$ cat src/rtl/systolic_pkg.sv
// Shared constants and state type for the 3x3 systolic array sequencer.
// Imported by the interface and by the controller.
package systolic_pkg;

    localparam int ARRAY_N = 3;
    localparam int NUM_W   = ARRAY_N * ARRAY_N;
    localparam int DW_DEF  = 16;

    typedef enum logic [2:0] {
        IDLE    = 3'd0,
        LOAD_W  = 3'd1,
        LATCH_W = 3'd2,
        STREAM  = 3'd3,
        DRAIN   = 3'd4,
        DONE    = 3'd5
    } state_e;

endpackage

$ cat src/rtl/systolic_ctrl_if.sv
// Job, weight, activation and array-side signals of the sequencer.
// master = environment side, slave = the controller.
interface systolic_ctrl_if
    import systolic_pkg::*;
#(
    parameter int DW    = DW_DEF,
    parameter int CNT_W = 8
);

    logic                     start;
    logic [CNT_W-1:0]         vec_count;
    logic                     busy;
    logic                     done;
    logic                     wt_valid;
    logic [DW-1:0]            wt_data;
    logic                     wt_ready;
    logic [NUM_W*DW-1:0]      weight_bus;
    logic                     weight_en;
    logic                     act_valid;
    logic [ARRAY_N*DW-1:0]    act_data;
    logic                     act_ready;
    logic [ARRAY_N*DW-1:0]    west_out;
    logic                     compute;
    logic [ARRAY_N*DW-1:0]    south_in;
    logic                     res_valid;
    logic [ARRAY_N*DW-1:0]    res_data;

    modport master (
        output start, vec_count, wt_valid, wt_data,
        output act_valid, act_data, south_in,
        input  busy, done, wt_ready, weight_bus, weight_en,
        input  act_ready, west_out, compute, res_valid, res_data
    );

    modport slave (
        input  start, vec_count, wt_valid, wt_data,
        input  act_valid, act_data, south_in,
        output busy, done, wt_ready, weight_bus, weight_en,
        output act_ready, west_out, compute, res_valid, res_data
    );

endinterface

$ cat src/rtl/skew_line.sv
// Fixed-depth delay line with asynchronous active-low clear.
// Used for the row skew and the column de-skew.
module skew_line #(
    parameter int DEPTH = 1,
    parameter int W     = 16
) (
    input  logic         clk,
    input  logic         rst_n,
    input  logic [W-1:0] d_i,
    output logic [W-1:0] d_o
);

    logic [DEPTH-1:0][W-1:0] pipe_q;

    // Shift one stage per cycle; stage 0 takes the input.
    always_ff @(posedge clk or negedge rst_n) begin
        if (!rst_n) begin
            pipe_q <= '0;
        end else begin
            pipe_q[0] <= d_i;
            for (int i = 1; i < DEPTH; i++) begin
                pipe_q[i] <= pipe_q[i-1];
            end
        end
    end

    assign d_o = pipe_q[DEPTH-1];

endmodule

$ cat src/rtl/systolic_ctrl.sv
// Sequencer for a 3x3 weight-stationary array: loads weights, streams
// skewed activations and re-aligns the bottom-row results.
module systolic_ctrl
    import systolic_pkg::*;
#(
    parameter int DW      = DW_DEF,
    parameter int ARR_LAT = 3,
    parameter int CNT_W   = 8
) (
    input  logic           clk,
    input  logic           rst,
    systolic_ctrl_if.slave bus
);

    localparam int TOK_N = ARR_LAT + 4;
    localparam int WI_W  = $clog2(NUM_W);

    localparam logic [2:0] S_IDLE   = IDLE;
    localparam logic [2:0] S_LOAD   = LOAD_W;
    localparam logic [2:0] S_LATCH  = LATCH_W;
    localparam logic [2:0] S_STREAM = STREAM;
    localparam logic [2:0] S_DRAIN  = DRAIN;
    localparam logic [2:0] S_DONE   = DONE;

    localparam logic [WI_W-1:0]  LAST_W = WI_W'(NUM_W - 1);
    localparam logic [WI_W-1:0]  ONE_W  = WI_W'(1);
    localparam logic [CNT_W-1:0] ONE_C  = CNT_W'(1);

    logic [2:0]                 state_q, state_d;
    logic [WI_W-1:0]            widx_q, widx_d;
    logic [CNT_W-1:0]           rem_q, rem_d;
    logic [NUM_W-1:0][DW-1:0]   wts_q, wts_d;
    logic [ARRAY_N-1:0][DW-1:0] in_q, in_d;
    logic [TOK_N-1:0]           tok_q, tok_d;
    logic [ARRAY_N-1:0][DW-1:0] res_q, res_d;
    logic [ARRAY_N-1:0][DW-1:0] west;
    logic [ARRAY_N-1:0][DW-1:0] south;
    logic [ARRAY_N-1:0][DW-1:0] dsk;
    logic                       wt_hs;
    logic                       act_hs;

    assign wt_hs  = bus.wt_valid & bus.wt_ready;
    assign act_hs = bus.act_valid & bus.act_ready;
    assign south  = bus.south_in;

    // Job sequencing, weight capture and remaining-vector count.
    always_comb begin
        state_d = state_q;
        widx_d  = widx_q;
        rem_d   = rem_q;
        wts_d   = wts_q;
        unique case (state_q)
            S_IDLE: begin
                if (bus.start) begin
                    rem_d   = bus.vec_count;
                    widx_d  = '0;
                    state_d = S_LOAD;
                end
            end
            S_LOAD: begin
                if (wt_hs) begin
                    wts_d[widx_q] = bus.wt_data;
                    widx_d        = widx_q + ONE_W;
                    if (widx_q == LAST_W) begin
                        state_d = S_LATCH;
                    end
                end
            end
            S_LATCH: begin
                state_d = (rem_q == '0) ? S_DRAIN : S_STREAM;
            end
            S_STREAM: begin
                if (act_hs) begin
                    rem_d = rem_q - ONE_C;
                    if (rem_q == ONE_C) begin
                        state_d = S_DRAIN;
                    end
                end
            end
            S_DRAIN: begin
                if (tok_q == '0) begin
                    state_d = S_DONE;
                end
            end
            S_DONE: begin
                state_d = S_IDLE;
            end
            default: begin
                state_d = S_IDLE;
            end
        endcase
    end

    // Skew input stage, token pipe and result capture.
    always_comb begin
        in_d  = act_hs ? bus.act_data : '0;
        tok_d = {tok_q[TOK_N-2:0], act_hs};
        res_d = tok_q[TOK_N-2] ? dsk : res_q;
    end

    // State and datapath registers.
    always_ff @(posedge clk or negedge rst) begin
        if (!rst) begin
            state_q <= S_IDLE;
            widx_q  <= '0;
            rem_q   <= '0;
            wts_q   <= '0;
            in_q    <= '0;
            tok_q   <= '0;
            res_q   <= '0;
        end else begin
            state_q <= state_d;
            widx_q  <= widx_d;
            rem_q   <= rem_d;
            wts_q   <= wts_d;
            in_q    <= in_d;
            tok_q   <= tok_d;
            res_q   <= res_d;
        end
    end

    for (genvar r = 0; r < ARRAY_N; r++) begin : g_row
        if (r == 0) begin : g_direct
            assign west[r] = in_q[r];
        end else begin : g_skew
            skew_line #(
                .DEPTH (r),
                .W     (DW)
            ) u_skew (
                .clk   (clk),
                .rst_n (rst),
                .d_i   (in_q[r]),
                .d_o   (west[r])
            );
        end
    end

    for (genvar c = 0; c < ARRAY_N; c++) begin : g_col
        if (c == ARRAY_N - 1) begin : g_direct
            assign dsk[c] = south[c];
        end else begin : g_deskew
            skew_line #(
                .DEPTH (ARRAY_N - 1 - c),
                .W     (DW)
            ) u_deskew (
                .clk   (clk),
                .rst_n (rst),
                .d_i   (south[c]),
                .d_o   (dsk[c])
            );
        end
    end

    assign bus.busy       = (state_q != S_IDLE);
    assign bus.done       = (state_q == S_DONE);
    assign bus.wt_ready   = (state_q == S_LOAD);
    assign bus.weight_en  = (state_q == S_LATCH);
    assign bus.act_ready  = (state_q == S_STREAM) && (rem_q != '0);
    assign bus.compute    = (state_q == S_STREAM) || (state_q == S_DRAIN);
    assign bus.weight_bus = wts_q;
    assign bus.west_out   = west;
    assign bus.res_valid  = tok_q[TOK_N-1];
    assign bus.res_data   = res_q;

endmodule
$ cat src/flat_wrapper.sv
// flat-port wrapper written by rule: the top's interface ports become plain ports
module systolic_ctrl_flat import systolic_pkg::*;
#(
    parameter int DW      = DW_DEF,
    parameter int ARR_LAT = 3,
    parameter int CNT_W   = 8
)
  (clk, rst, bus_start, bus_vec_count, bus_wt_valid, bus_wt_data, bus_act_valid, bus_act_data, bus_south_in, bus_busy, bus_done, bus_wt_ready, bus_weight_bus, bus_weight_en, bus_act_ready, bus_west_out, bus_compute, bus_res_valid, bus_res_data);
  systolic_ctrl_if #(.DW(DW), .CNT_W(CNT_W)) bus_i ();
  input  logic clk;
  input  logic rst;
  input wire logic [$bits(bus_i.start)-1:0] bus_start;
  input wire logic [$bits(bus_i.vec_count)-1:0] bus_vec_count;
  input wire logic [$bits(bus_i.wt_valid)-1:0] bus_wt_valid;
  input wire logic [$bits(bus_i.wt_data)-1:0] bus_wt_data;
  input wire logic [$bits(bus_i.act_valid)-1:0] bus_act_valid;
  input wire logic [$bits(bus_i.act_data)-1:0] bus_act_data;
  input wire logic [$bits(bus_i.south_in)-1:0] bus_south_in;
  output wire logic [$bits(bus_i.busy)-1:0] bus_busy;
  output wire logic [$bits(bus_i.done)-1:0] bus_done;
  output wire logic [$bits(bus_i.wt_ready)-1:0] bus_wt_ready;
  output wire logic [$bits(bus_i.weight_bus)-1:0] bus_weight_bus;
  output wire logic [$bits(bus_i.weight_en)-1:0] bus_weight_en;
  output wire logic [$bits(bus_i.act_ready)-1:0] bus_act_ready;
  output wire logic [$bits(bus_i.west_out)-1:0] bus_west_out;
  output wire logic [$bits(bus_i.compute)-1:0] bus_compute;
  output wire logic [$bits(bus_i.res_valid)-1:0] bus_res_valid;
  output wire logic [$bits(bus_i.res_data)-1:0] bus_res_data;
  assign bus_i.start = bus_start;
  assign bus_i.vec_count = bus_vec_count;
  assign bus_i.wt_valid = bus_wt_valid;
  assign bus_i.wt_data = bus_wt_data;
  assign bus_i.act_valid = bus_act_valid;
  assign bus_i.act_data = bus_act_data;
  assign bus_i.south_in = bus_south_in;
  assign bus_busy = bus_i.busy;
  assign bus_done = bus_i.done;
  assign bus_wt_ready = bus_i.wt_ready;
  assign bus_weight_bus = bus_i.weight_bus;
  assign bus_weight_en = bus_i.weight_en;
  assign bus_act_ready = bus_i.act_ready;
  assign bus_west_out = bus_i.west_out;
  assign bus_compute = bus_i.compute;
  assign bus_res_valid = bus_i.res_valid;
  assign bus_res_data = bus_i.res_data;
  systolic_ctrl #(.DW(DW), .ARR_LAT(ARR_LAT), .CNT_W(CNT_W)) u_core (.clk(clk), .rst(rst), .bus(bus_i));
endmodule
$ cat config.mk
export PLATFORM = sky130hd
export DESIGN_NAME = systolic_ctrl_flat
export DESIGN_NICKNAME = d
export VERILOG_FILES = /design/src/rtl/systolic_pkg.sv /design/src/rtl/systolic_ctrl_if.sv /design/src/rtl/skew_line.sv /design/src/rtl/systolic_ctrl.sv /design/src/flat_wrapper.sv
export SDC_FILE = /design/constraint.sdc
export NUM_CORES = 1
export LEC_CHECK = 0
export ABC_CLOCK_PERIOD_IN_PS = 1900
export CORE_MARGIN = 2
export CORE_UTILIZATION = 25
export DETAILED_ROUTE_END_ITERATION = 12
export PLACE_DENSITY = 0.61
export RECOVER_POWER = 50
export SYNTH_ARGS = -nofsm -noshare
export SYNTH_HDL_FRONTEND = slang
export SYNTH_SLANG_ARGS = --single-unit
$ cat constraint.sdc
create_clock -name clk -period 1.9 [get_ports clk]
set_input_delay 0.475 -clock clk [delete_from_list [all_inputs] [get_ports clk]]
set_output_delay 0.475 -clock clk [all_outputs]
set_load 0.005 [all_outputs]
==> Yosys cells after proc, flatten, opt, wreduce, memory -nomap -nowiden <==
Index checks and enable logic that the tools add are counted.
W data, S select, Z words.
{ "op_classes": {"addsub": 2, "mul": 0, "div_mod_pow": 0, "order_cmp": 2, "n_eq_ne": 13, "shift": 0, "n_mux": 18, "bitwise_logic": 2, "reduce_logical": 14} }
{ "ops": {"columns": ["operator", "n"], "rows": [
  ["$bwmux W144", 1],
  ["$demux W16 S4", 1],
  ["$mux W48", 1],
  ["$mux W3", 7],
  ["$mux W16", 1],
  ["$mux W8", 2],
  ["$pmux W8 S2", 1],
  ["$pmux W3 S5", 1],
  ["$eq A8 B1 Y1 const B", 1],
  ["$logic_not A8 Y1", 1],
  ["$mux W4", 2],
  ["$pmux W4 S2", 1],
  ["$reduce_bool A8 Y1", 1],
  ["$sub A8 B1 Y8 const B", 1],
  ["$logic_not A7 Y1", 1],
  ["$eq A3 B2 Y1 const B", 2],
  ["$eq A3 B3 Y1 const B", 2],
  ["$ne A2 B1 Y1 const B", 3],
  ["$ne A2 B2 Y1 const B", 3],
  ["$reduce_and A3 Y1", 2],
  ["$reduce_and A6 Y1", 1],
  ["$lt A4 B5 Y1 const B", 1],
  ["$add A4 B1 Y4 const B", 1],
  ["$eq A4 B4 Y1 const B", 1],
  ["other kinds (9)", 12]
]} }
{ "totals": {"regBits": 358, "latch_bits": 0, "ram_bits": 0, "rom_bits": 0, "in_bits": 125, "out_inout_bits": 247, "wordCells": 76, "n_memories": 0} }

==> Depth between registers and ports, before layout <==
{ "logic_depth": {"ltp_word": 5, "depth_mapped": 8, "mapped_depth_nobuf": 6} }

==> Cells and area by module <==
Synthesis repeated with hierarchy kept, for this count alone.
{ "hier_totals": {"hier_cells": 809, "hier_area_um2": 12804.8} }
{ "by_module_without_submodules": {"columns": ["mod", "n_inst", "cells_per_inst", "area_each_um2", "seq_area_each_um2"], "rows": [
  ["systolic_ctrl", 1, 681, 10162.2, 6556.3],
  ["skew_line (u_core.g_col[0].g_deskew.u_deskew ...)", 2, 48, 920.9, 800.8],
  ["skew_line (u_core.g_col[1].g_deskew.u_deskew ...)", 2, 16, 400.4, 400.4]
]} }

==> Least setup slack after synthesis <==
No wires, ideal clock.
{ "synth_path": {"path_kind": "register -> register", "startpoint": "register u_core.rem_q[0]", "endpoint": "register u_core.rem_q[1]", "setup_time_ps": 125, "arrival_ps": 1939, "t_required_ps": 1775, "slack_ps": -164, "stages_incl_launch_ff": 8, "n_path_buf": 1, "synth_period_minus_slack_ps": 2064, "path_cell_list": "dfrtp_1 > inv_1 > ha_1 > or3b_1 > clkbuf_1 > o211a_4 > or2_4 > mux2_4"} }
{ "synth_via": {"elab_chain_cells": 5, "elab_cells_between_ends": 8, "cone_classes": "add/sub: 1; eq/ne: 1; mux: 2; bitwise: 1; reduce/logical: 3"} }
{ "synth_rtl": {"columns": ["element", "line_no", "rtl"], "rows": [
  ["start: declaration", "systolic_ctrl.sv:31", "logic [CNT_W-1:0] rem_q, rem_d;"],
  ["start signal: assignment", "systolic_ctrl.sv:114", "rem_q <= rem_d;"],
  ["parallel branches: the longest is 5 deep, another holds $sub A8 B1 Y8", null, null]
]} }
Several ways; the timed one is not identified. The select of a mux whose other input is x is not followed.
A chain may end at the register's enable or synchronous reset.

==> Worst setup path in the final report <==
{ "layout_path": {"startpoint": "register u_core.rem_q[0]", "endpoint": "register u_core.rem_q[6]"} }
The elaborated chain is that of the path after synthesis.

==> results.json <==
{
  "status": "finished, violations left",
  "violations": "negative setup slack",
  "clock_path_buffers": 3,
  "synth_edf_count": 0,
  "first_iter_violations": 318,
  "io-pin-count": 372,
  "fin_crit_ps": 2320,
  "tightest_slew_ps": 1390,
  "drc_errors": 0,
  "dp_hpwl_mm": 23.5,
  "hold_viol_final": 0,
  "grt_pass1_vias": 8664,
  "p_clk_frac": 0.272,
  "nets": 1360,
  "syn_inst": 760,
  "max-cap-violations": 0,
  "worstSetupEndpointType": "register",
  "area_delta_synth_final_pct": 55.8,
  "ys_ff_latch": 358,
  "grt_pass1_wl_mm": 53.4,
  "die_h_um": 228,
  "cp.arrival_ps": 2730,
  "timing.fmax_mhz": 432,
  "hold_path.class": "register to register",
  "max_slew_margin": 0.0713,
  "rows": 82,
  "grt-ovfl-total": 0,
  "nFillCells": 4745,
  "p_int_w": 0.0208,
  "synthMuxAreaShare": 0.175,
  "avgSynthCellArea_um2": 16.5,
  "core_mm2": 0.0499,
  "setup_viol": 127,
  "crit_fanout": 6,
  "final_core_util": 0.392,
  "syn_area_mm2": 0.0125,
  "drtAntennaViolNets": 0,
  "io_buffers": 371,
  "grt_max_degree": 62,
  "via_per_inst": 4.10,
  "wire_per_inst_um": 17.9,
  "synth.distinct_cells": 49,
  "fin_tns_setup_ps": -25880,
  "p_leak_nw": 9.78,
  "htreeDepth": 2,
  "slowest_delay_ps": 390,
  "insertion_delay_ps": 550,
  "antenna_cells": 0,
  "final_cell_count_no_fill": 1931,
  "synth-compound-area-share": 0.0205,
  "p_sw_frac": 0.276,
  "synth_nets": 891,
  "seq_area_frac_synth": 0.715,
  "start_util": 0.251,
  "worstRegToRegCells": 11,
  "grt_use_total": 0.133,
  "dp.cells": 1818,
  "timing.final.crit_share": 1.22,
  "path_cells": "inv_2, ha_4, or3b_4, buf_4, buf_6, buf_6, o211a_4, buf_12, buf_4, nor2_4, o221ai_2",
  "critPathLaunchType": "register",
  "via_count": 7925,
  "synthAdderAreaFrac": 0.00599,
  "ir_drop_uv": 682,
  "totalWireLength_mm": 34.5,
  "fin_ws_ps": -415,
  "pwr-share-seq": 0.384,
  "min_delay_path_depth": 0,
  "crit_type": "register to register",
  "cts_tree": "built",
  "synth_top_family_by_area": "multiplexers",
  "synth_xor_xnor_area_share": 0.00140,
  "fin_hold_ws_ps": 343,
  "slew_viol_final": 0,
  "cts_inserted_buffers": 41,
  "antenna_found_initial": 0,
  "clk_pin_slew_ps": 60,
  "ys_async_sr_fraction": 1.00,
  "cp_slowest_cell": "dfrtp_1",
  "gp_congestion": 0.772,
  "required_ps": 2310,
  "die_area_mm2": 0.0519,
  "power.total_w": 0.0288,
  "rsz0062_at_grt": "yes",
  "layout-drive-gt1-share": 0.329,
  "drtPass1Iterations": 4,
  "power_density_mw_per_mm2": 1470,
  "synth-simple-area-share": 0.0532,
  "fin_skew_ps": 15.9,
  "combPwrFrac": 0.343,
  "switchingPower_w": 0.00794,
  "cts-root-buf": "clkbuf_16",
  "die_x_um": 228,
  "ys_warn_count": 0,
  "synth_ff_type": "dfrtp_1",
  "cts_num_sinks": 358
}
## sequential cells by signal (all words and copies together), names as in the netlist, 4 cells and up
signal and flops:
u_core.bus.res_data 48, u_core.bus.west_out 16, u_core.tok_q 7, u_core.g_row.g_skew.u_skew.pipe_q 16, u_core.g_col.g_deskew.u_deskew.pipe_q 16, u_core.rem_q 8
u_core.g_row.g_skew.u_skew.d_o 32, u_core.g_col.g_deskew.u_deskew.d_o 32, u_core.bus.weight_bus 144, u_core.widx_q 4, u_core.in_q 32
## cells by family (layout without fill, tap and decap cells)
kind of cell             count (synthesis)  after routing
adder cells (fa/ha/maj)                  6              6
flip-flops                             358            358
AND/OR/NAND/NOR                        104            104
buffers and inverters                   58            557
multiplexers                           195            195
XOR/XNOR                                 2              2
AO/OA/AOI/OAI                           37             37
## worst paths after layout
path                                              from                                              end  slack, ps
max reg2reg                u_core.rem_q[0]$_DFFE_PN0P_                      u_core.rem_q[6]$_DFFE_PN0P_       -420
min reg2reg                  u_core.in_q[19]$_DFF_PN0_   u_core.g_row[1].g_skew.u_skew.d_o[3]$_DFF_PN0_        340
min in group asynchronous                          rst   u_core.g_row[1].g_skew.u_skew.d_o[3]$_DFF_PN0_        800
min                          u_core.in_q[19]$_DFF_PN0_   u_core.g_row[1].g_skew.u_skew.d_o[3]$_DFF_PN0_        340
max                        u_core.rem_q[0]$_DFFE_PN0P_                      u_core.rem_q[6]$_DFFE_PN0P_       -420
max in group asynchronous                          rst  u_core.g_row[2].g_skew.u_skew.d_o[13]$_DFF_PN0_         40
## per-layer routing
layer  up-vias  wire length, µm  part of all wire  track usage
met2       226            17100              0.50        0.222
li1       3556                -                 -            -
met5         -                0                 0            0
met4         0              799             0.023       0.0429
met1      4090            14300              0.41        0.161
met3        53             2300             0.067       0.0435
## cells in the mapped netlist, types with 2 or more instances
master	n	area share
buf_2	4	0.0016
buf_1	5	0.0015
nor3_1	7	0.0028
o22a_1	3	0.0021
a22oi_1	3	0.0018
mux2i_1	2	0.0016
nand3_1	4	0.0016
dfrtp_1	358	0.71
buf_6	5	0.0045
nor2_1	10	0.0030
inv_1	8	0.0024
a21oi_1	7	0.0028
o21ai_0	7	0.0028
o22ai_1	4	0.0020
a2bb2oi_1	2	0.0014
and3b_1	2	0.0014
and2_1	53	0.026
nand2_1	2	0.00060
nor2_4	2	0.0018
a31oi_1	3	0.0015
nor4_1	4	0.0020
clkbuf_1	10	0.0030
mux2_2	192	0.17
buf_4	26	0.016
nand2_2	4	0.0020
or4_1	2	0.0012
o2bb2ai_1	3	0.0021
xnor2_1	2	0.0014
ha_1	6	0.0060
## metrics by stage
stage | setup WS, ps | area, µm²
3_3_place_gp | -250 | 17400
2_1_floorplan | -69.5 | 12600
3_5_place_dp | -276 | 17400
5_1_grt | -486 | 19500
6_report | -415 | 19500
4_1_cts | -454 | 19300
## cell usage in the layout (no fill, tap or decap), types with 10 or more instances in the layout
cell type        instances
dfrtp_1                357
dlygate4sd2_1          206
mux2_2                 128
clkdlybuf4s50_1        104
buf_4                   66
mux2_4                  65
clkbuf_16               44
and2_1                  43
dlygate4sd3_1           33
dlymetal6s2s_1          22
buf_12                  18
buf_6                   15
and2_4                  10
## cell type report
type	count	area, µm²	area share
tap	672	841	0.0431
clock inverter	12	128	0.00654
sequential	358	8960	0.459
multi-input combinational	344	3610	0.185
inverter	8	30.0	0.00154
clock buffer	61	1230	0.0632
timing repair buffer	476	4720	0.242
## power by group through the flow
stage / Sequential (W) / Clock (W) / Combinational, W
floorplan: 0.0113 / 0 / 0.00303
global placement: 0.0111 / 0 / 0.00967
detailed placement: 0.0112 / 0 / 0.00980
CTS: 0.0111 / 0.00809 / 0.00977
global route: 0.0113 / 0.00844 / 0.0106
finish: 0.0111 / 0.00783 / 0.00988
## critical path: cells and delay by family, from the launching register on
kind	cells	cell delay, ps
buffers and inverters	6	730
AOI/OAI and AO/OA	2	370
adders and majority gates	1	130
DFF	1	390
and+or+nand+nor	2	560
## repair_timing
action | 4_1_cts | 5_1_grt
hold buffers | 1 | 0
setup buffers | 24 | 11
pin swaps | 11 | 10
hold endpoints to repair | 28 | 0
gates cloned | 7 | 1
setup endpoints to repair | 401 | 194
resized for setup | 341 | 51
Note: power is estimated with default switching activity, not from simulation.
